`src/rtl/fp8_accum.sv`:
```
// Accumulates a stream of FP8 E4M3 products into a signed Q.9 fixed-point sum.
// Define FP8_ACC_SAT_EN to saturate on overflow and report it on out_ovf; otherwise the sum wraps.
module fp8_accum #(
    parameter int EXP_BITS      = 4,
    parameter int MANTISSA_BITS = 3,
    parameter int BIAS          = 7,
    parameter int ACC_WIDTH     = 24,
    parameter int CNT_WIDTH     = 8
) (
    input  logic                 clk,
    input  logic                 rst,
    input  logic                 start,
    input  logic [CNT_WIDTH-1:0] len,
    input  logic                 in_valid,
    output logic                 in_ready,
    input  logic [7:0]           in_data,
    output logic                 out_valid,
    input  logic                 out_ready,
    output logic [ACC_WIDTH-1:0] out_data,
    output logic                 out_ovf,
    output logic                 busy
);

    localparam int FRAC_BITS = 9;
    // Left shift for exponent E is E - SHIFT_OFS, aligning the mantissa LSB to the Q.9 LSB.
    localparam int SHIFT_OFS = BIAS + MANTISSA_BITS - FRAC_BITS;
    localparam int NUM_EXP   = 2 ** EXP_BITS;
    localparam int MAG_W     = MANTISSA_BITS + NUM_EXP - SHIFT_OFS;

    typedef enum logic [1:0] {
        IDLE  = 2'd0,
        ACC   = 2'd1,
        DRAIN = 2'd2,
        DONE  = 2'd3
    } state_t;

    state_t                 state_q, state_d;
    logic [CNT_WIDTH-1:0]   rem_q, rem_d;
    logic [ACC_WIDTH-1:0]   acc_q, acc_d;
    logic [ACC_WIDTH-1:0]   pipe_q, pipe_d;
    logic                   pipe_vld_q, pipe_vld_d;
    logic                   acc_clear;
    logic                   in_hs;

    logic                     prod_sign;
    logic [EXP_BITS-1:0]      prod_exp;
    logic [MANTISSA_BITS-1:0] prod_mant;
    logic [MAG_W-1:0]         mag_tbl [NUM_EXP];
    logic [MAG_W-1:0]         prod_mag;
    logic [ACC_WIDTH-1:0]     prod_mag_ext;
    logic [ACC_WIDTH-1:0]     prod_val;

    assign in_hs = in_valid & in_ready;

    // ---------------- FSM ----------------
    always_comb begin
        state_d   = state_q;
        rem_d     = rem_q;
        acc_clear = 1'b0;
        in_ready  = 1'b0;
        out_valid = 1'b0;
        busy      = 1'b1;
        case (state_q)
            IDLE: begin
                busy = 1'b0;
                if (start) begin
                    rem_d     = len;
                    acc_clear = 1'b1;
                    state_d   = (len == '0) ? DONE : ACC;
                end
            end
            ACC: begin
                in_ready = 1'b1;
                if (in_valid) begin
                    rem_d = rem_q - 1'b1;
                    if (rem_q == CNT_WIDTH'(1)) begin
                        state_d = DRAIN;
                    end
                end
            end
            DRAIN: begin
                state_d = DONE;
            end
            DONE: begin
                out_valid = 1'b1;
                if (out_ready) begin
                    state_d = IDLE;
                end
            end
            default: begin
                state_d = IDLE;
            end
        endcase
    end

    // ---------------- FP8 -> Q.9 conversion ----------------
    assign prod_sign = in_data[7];
    assign prod_exp  = in_data[MANTISSA_BITS +: EXP_BITS];
    assign prod_mant = in_data[MANTISSA_BITS-1:0];

    // One pre-shifted candidate per exponent; subnormals share the scale of E=1 without the hidden bit.
    generate
        for (genvar gi = 0; gi < NUM_EXP; gi++) begin : g_mag
            localparam int   SH  = ((gi == 0) ? 1 : gi) - SHIFT_OFS;
            localparam logic HID = (gi != 0);
            assign mag_tbl[gi] = MAG_W'({HID, prod_mant}) << SH;
        end
    endgenerate

    assign prod_mag     = mag_tbl[prod_exp];
    assign prod_mag_ext = ACC_WIDTH'(prod_mag);
    assign prod_val     = prod_sign ? (~prod_mag_ext + 1'b1) : prod_mag_ext;

    always_comb begin
        pipe_vld_d = in_hs;
        pipe_d     = in_hs ? prod_val : pipe_q;
    end

    // ---------------- Accumulator ----------------
`ifdef FP8_ACC_SAT_EN
    localparam logic [ACC_WIDTH-1:0] SMAX = {1'b0, {(ACC_WIDTH-1){1'b1}}};
    localparam logic [ACC_WIDTH-1:0] SMIN = {1'b1, {(ACC_WIDTH-1){1'b0}}};

    logic             ovf_q, ovf_d;
    logic [ACC_WIDTH:0] sum_ext;

    assign sum_ext = {acc_q[ACC_WIDTH-1], acc_q} + {pipe_q[ACC_WIDTH-1], pipe_q};

    always_comb begin
        acc_d = acc_q;
        ovf_d = ovf_q;
        if (acc_clear) begin
            acc_d = '0;
            ovf_d = 1'b0;
        end else if (pipe_vld_q) begin
            // The two top bits of the widened sum disagree exactly when the signed add overflowed.
            if (sum_ext[ACC_WIDTH] != sum_ext[ACC_WIDTH-1]) begin
                acc_d = sum_ext[ACC_WIDTH] ? SMIN : SMAX;
                ovf_d = 1'b1;
            end else begin
                acc_d = sum_ext[ACC_WIDTH-1:0];
            end
        end
    end

    always_ff @(posedge clk or posedge rst) begin
        if (rst) begin
            ovf_q <= 1'b0;
        end else begin
            ovf_q <= ovf_d;
        end
    end

    assign out_ovf = ovf_q;
`else
    always_comb begin
        acc_d = acc_q;
        if (acc_clear) begin
            acc_d = '0;
        end else if (pipe_vld_q) begin
            acc_d = acc_q + pipe_q;
        end
    end

    assign out_ovf = 1'b0;
`endif

    always_ff @(posedge clk or posedge rst) begin
        if (rst) begin
            state_q    <= IDLE;
            rem_q      <= '0;
            acc_q      <= '0;
            pipe_q     <= '0;
            pipe_vld_q <= 1'b0;
        end else begin
            state_q    <= state_d;
            rem_q      <= rem_d;
            acc_q      <= acc_d;
            pipe_q     <= pipe_d;
            pipe_vld_q <= pipe_vld_d;
        end
    end

    assign out_data = acc_q;

endmodule

```
`config.mk`:
```
export PLATFORM = sky130hd
export DESIGN_NAME = fp8_accum
export DESIGN_NICKNAME = d
export VERILOG_FILES = /design/src/rtl/fp8_accum.sv
export SDC_FILE = /design/constraint.sdc
export NUM_CORES = 1
export LEC_CHECK = 0
export ABC_CLOCK_PERIOD_IN_PS = 4700
export CORE_UTILIZATION = 56
export DETAILED_ROUTE_END_ITERATION = 8
export PLACE_DENSITY = 0.87
export SLEW_MARGIN = 20
export SYNTH_ARGS = -nofsm -noshare
export SYNTH_HDL_FRONTEND = slang
export SYNTH_SLANG_ARGS = --single-unit
```
`constraint.sdc`:
```
create_clock -name clk -period 4.7 [get_ports clk]
set_clock_uncertainty 0.1 [all_clocks]
set_input_delay 1.175 -clock clk [delete_from_list [all_inputs] [get_ports clk]]
set_output_delay 1.175 -clock clk [all_outputs]
set_load 0.03 [all_outputs]
```
After elaboration in Yosys (flattened, before gate mapping)
Cells that the tools add are included.
{"block": "classes", "add_sub_neg": 3, "order_cmp": 1, "n_eq_ne": 8, "muxes": 20, "bitwise": 3, "n_reduce_logical": 6}
{"op": "binary-select mux 18 bit (select 4 bit)", "count": 1}
{"op": "two-way mux 24 bit", "count": 3}
{"op": "two-way mux 18 bit", "count": 2}
{"op": "adder 24 x 1 -> 24 bit (second input constant)", "count": 1}
{"op": "adder 24 bit", "count": 1}
{"op": "NOT 18 -> 24 bit", "count": 1}
{"op": "two-way mux 8 bit", "count": 2}
{"op": "case mux 8 bit (2 select lines)", "count": 1}
{"op": "two-way mux 2 bit", "count": 5}
{"op": "== test 8 x 1 -> 1 bit (second input constant)", "count": 1}
{"op": "logical NOT 8 bit", "count": 1}
{"op": "!= test 2 bit (second input constant)", "count": 4}
{"op": "case mux 2 bit (4 select lines)", "count": 1}
{"op": "subtractor 8 x 1 -> 8 bit (second input constant)", "count": 1}
{"op": ">= comparator 5 bit (second input constant)", "count": 1}
{"op": "two-way mux 1 bit", "count": 5}
{"op": "NOT 4 -> 5 bit", "count": 1}
{"op": "== test 2 bit (second input constant)", "count": 2}
{"op": "AND reduction 4 bit", "count": 1}
{"op": "nonzero test 2 bit", "count": 2}
{"op": "AND reduction 3 bit", "count": 1}
{"op": "== test 2 x 1 -> 1 bit (second input constant)", "count": 1}
{"op": "logical NOT 2 bit", "count": 1}
{"op": "AND 1 bit", "count": 1}
{"block": "totals", "ff_bits": 59, "input_bits": 21, "output_inout_bits": 28, "elab_cells": 46}

Depth between registers and ports, before layout
{"block": "logic_depth", "ltp_word": 7, "mapped_depth": 9, "ltp_nobuf": 9}

Least setup slack after synthesis
Ideal clock, no wire load.
{"block": "synth_timing", "path_kind": "input-to-reg", "startpoint": "input port in_data[5]", "endpoint": "register pipe_q[14]", "setup_ns": 0.121, "arrival_time_ns": 2.892, "required_time_ns": 4.479, "setup_slack_ns": 1.588, "cell_stages": 8, "path_buffers": 2, "cell_sequence": "buf_2 clkbuf_1 or4_1 ha_1 o311ai_2 o21a_1 o211ai_1 a22o_1"}
{"block": "synth_between", "elab_chain_len": 7}
{"element": "start: declaration", "line": "16", "rtl": "input logic [7:0] in_data,"}
{"element": "NOT 4 -> 5 bit (not written as such) *", "line": "110", "rtl": "assign prod_mag = mag_tbl[prod_exp];"}
{"element": "binary-select mux 18 bit (select 4 bit) *", "line": "110"}
{"element": "two-way mux 18 bit (not written as such) * (2 in a row)", "line": "110"}
{"element": "NOT 18 -> 24 bit", "line": "112", "rtl": "assign prod_val = prod_sign ? (~prod_mag_ext + 1'b1) : prod_mag_ext;"}
{"element": "adder 24 x 1 -> 24 bit", "line": "112"}
{"element": "two-way mux 24 bit *", "line": "112"}
{"element": "end signal: assignment", "line": "179", "rtl": "pipe_q <= pipe_d;"}
{"element": "end: declaration", "line": "40", "rtl": "logic [ACC_WIDTH-1:0] pipe_q, pipe_d;"}
Mark *: on every way between the ends. The rest lies on a longest branch, timed or not. The select of a mux whose other input is x is not followed.
A chain may end at the register's enable or synchronous reset.

Final worst setup path
{"block": "layout_timing", "startpoint": "input port in_data[3]", "endpoint": "register pipe_q[10]"}
Same word-level chain as after synthesis.

==> flow_metrics.env <==
export IMPL_worst_setup_path_end_kind="register"
export IMPL_synth_cells=540
export IMPL_grt_overflow_total=0
export IMPL_yosysUniqueCellTypes=72
export IMPL_drtIter0Drc=204
export IMPL_cts_resized=0
export IMPL_nNetsFinal=631
export IMPL_setup_tns_ns=0
export IMPL_core_area_sq_um=7810
export IMPL_slew_headroom=0.429
export IMPL_crit_fanout=22
export IMPL_clock_latency_ns=0.34
export IMPL_die_area_sq_um=8560
export IMPL_hold_buffers=0
export IMPL_critical_path_slowest_cell="clkdlybuf4s50_1"
export IMPL_clkTransAtPathRegs_ns=0.06
export IMPL_clock_sinks=59
export IMPL_cts_made_buffers=9
export IMPL_outcome="finished clean"
export IMPL_ys_warn_count=0
export IMPL_postSynthNetCount=593
export IMPL_rsz0062_at_grt="no"
export IMPL_area_growth_pct=16.2
export IMPL_fp_dieH_um=92.5
export IMPL_path_class="input pin to register"
export IMPL_fillers=594
export IMPL_grt_pass1_vias=4023
export IMPL_crit_chain="clkdlybuf4s50_1 -> nand2b_1 -> a22oi_1 -> nor2_1 -> o311ai_2 -> o21ai_1 -> xor2_1 -> o21ai_0"
export IMPL_hpwl_um=8150
export IMPL_p_seq_frac=0.268
export IMPL_avgSynthCellArea_sq_um=8.50
export IMPL_grt_pass1_wl_um=18500
export IMPL_rows=32
export IMPL_power_mw=3.48
export IMPL_dp_slack_ns=0.809
export IMPL_hold_viol_final=0
export IMPL_hp_class="register to register"
export IMPL_setup_violations=0
export IMPL_max_stage_delay_ns=0.85
export IMPL_leakage_nw=2.34
export IMPL_async_reset_ff_frac=1.00
export IMPL_pin_count=49
export IMPL_final_period_utilization=0.762
export IMPL_fin_crit_ns=3.58
export IMPL_netSwitchingPower_mw=1.58
export IMPL_layout_setup_ws_ns=1.12
export IMPL_antenna_found_initial=0
export IMPL_synth_edff_count=0
export IMPL_syn_cell_area_sq_um=4590
export IMPL_diodes=0
export IMPL_post_cts_buffers=0
export IMPL_fmax_mhz=279
export IMPL_slew_viol_final=0
export IMPL_combPwrFrac=0.582
export IMPL_gp_congestion=0.944
export IMPL_cellInternalPower_mw=1.90
export IMPL_io_buffers=47
export IMPL_drc=0
export IMPL_first_pass_iters=5
export IMPL_peakVddDrop_mv=0.224
export IMPL_maxCapViolations=0
export IMPL_power_share_clock=0.151
export IMPL_routed_wirelength_um=11100
export IMPL_yosysSeqAreaShare=0.322
export IMPL_worst_pin_slew_ns=0.854
export IMPL_wire_per_inst_um=16.1
export IMPL_vias=4296
export IMPL_synth_seq_cells=59
export IMPL_powerDensity_nw_per_um2=653
export IMPL_start_kind="input pin"
export IMPL_grt_use_total=0.271
export IMPL_ant_nets=0
export IMPL_cts_tree="built"
export IMPL_cts_root_buf="clkbuf_8"
export IMPL_design_area_sq_um=5330
export IMPL_grt_max_degree=49
export IMPL_swShare=0.454
export IMPL_synthFlopType="dfrtp_1"
export IMPL_cts_buffer_depth=2
export IMPL_arrival_ns=3.73
export IMPL_die_x_um=92.5
export IMPL_critPathRequiredTime_ns=4.85
export IMPL_initial_core_util=0.588
export IMPL_place_area_sq_um=5100
export IMPL_viasPerCell=6.27
export IMPL_htreeDepth=3
export IMPL_drive_above_1_share=0.0789
sequential cells by signal (all words and copies together), names as in the netlist:
| name | flops |
|---|---|
| out_data | 24 |
| state_q | 2 |
| pipe_vld_q | 1 |
| pipe_q | 24 |
| rem_q | 8 |
final cells by class:
cell class | instances | area [sq um] | share of cell area
sequential | 59 | 1480 | 0.277
tap | 102 | 128 | 0.0239
multi-input combinational | 435 | 2910 | 0.545
timing repair buffer | 54 | 523 | 0.0981
clock buffer | 12 | 155 | 0.0291
inverter | 19 | 72.6 | 0.0136
clock inverter | 4 | 72.6 | 0.0136
through the flow:
stage	utilization	cells	hold slack, ns
after floorplan	-	540	0.354
after global placement	0.654	669	0.367
after detailed placement	0.654	669	0.373
after CTS	0.683	685	0.388
after global routing	0.683	685	0.423
final	0.683	685	0.382
cells in the final DEF (no fill, tap or decap), types with 16 or more instances in the layout:
cell type,n
clkdlybuf4s50_1,47
dfrtp_1,59
ha_1,31
nor2_1,47
o21ai_0,42
a21o_1,17
nand3_1,22
nand2_1,47
xnor2_1,20
inv_1,16
a21oi_1,39
power by group through the flow:
stage	sequential, mW	clock, mW	combinational [mW]
floorplan	1.04	0	1.34
global placement	0.920	0	1.88
detailed placement	0.933	0	1.99
CTS	0.926	0.529	2.01
global route	0.956	0.552	2.21
finish	0.932	0.525	2.03
metal layers:
layer	global-route usage	wire [um]	up-vias
met5	0	0	-
met4	0.124	294	0
met3	0.0476	682	27
met2	0.451	5250	186
met1	0.343	4820	2038
li1	-	-	2045
Yosys cell counts (all sizes together), types with 2 or more instances:
cell type / n / area share
xor2: 10 / 0.019
o22ai: 11 / 0.015
a211oi: 5 / 0.0082
clkbuf: 16 / 0.013
and3: 3 / 0.0041
a21o: 17 / 0.028
ha: 31 / 0.085
a21oi: 40 / 0.044
o21bai: 4 / 0.0074
a311oi: 2 / 0.0052
nor4: 4 / 0.0055
nor3: 11 / 0.014
buf: 11 / 0.016
nand3b: 5 / 0.0082
nand4: 2 / 0.0041
o311ai: 2 / 0.0055
dfrtp: 59 / 0.32
a211o: 3 / 0.0057
a31oi: 9 / 0.012
and2: 2 / 0.0027
a22o: 5 / 0.0095
nand2: 48 / 0.040
nor2b: 6 / 0.0082
o21ai: 56 / 0.064
nand3: 22 / 0.024
mux2i: 14 / 0.033
a31o: 3 / 0.0057
o211ai: 5 / 0.0082
o32a: 2 / 0.0046
nor2: 47 / 0.038
or2: 3 / 0.0046
o31ai: 6 / 0.016
inv: 18 / 0.015
xnor2: 20 / 0.038
or3: 2 / 0.0027
nor3b: 5 / 0.0082
nand2b: 12 / 0.016
a22oi: 4 / 0.0065
worst paths after layout:
| path | start | endpoint | slack, ns | cells after the start |
|---|---|---|---|---|
| worst max register to register | out_data[0] | out_data[22] | 1.91 | 9 |
| worst min register to register | pipe_q[22] | pipe_q[22] | 0.38 | 1 |
| worst min-delay path | pipe_q[22] | pipe_q[22] | 0.38 | 1 |
| worst max-delay path | in_data[3] | pipe_q[10] | 1.12 | 8 |
| max in group asynchronous | rst | pipe_q[23] | 2.65 | 3 |
| min in group asynchronous | rst | out_data[14] | 1.19 | 2 |
logic make-up (layout without fill, tap and decap cells):
logic type / Yosys count / after routing / share of synthesized area
compound gates: 181 / 181 / 0.262
xor+xnor: 30 / 30 / 0.0573
fa+ha+maj: 32 / 32 / 0.0889
buf+inv: 46 / 89 / 0.0450
flops: 59 / 59 / 0.322
mux: 15 / 15 / 0.0357
other cells: 1 / 1 / 0.000817
simple gates: 176 / 176 / 0.189
worst max-delay path, delay by kind of cell:
family                 cells  cell delay, ns
AND/OR/NAND/NOR            2            0.53
XOR/XNOR                   1            0.19
buffers and inverters      1            0.85
AO/OA/AOI/OAI              4            0.99
No activity file was read; power rests on OpenSTA's default activity.
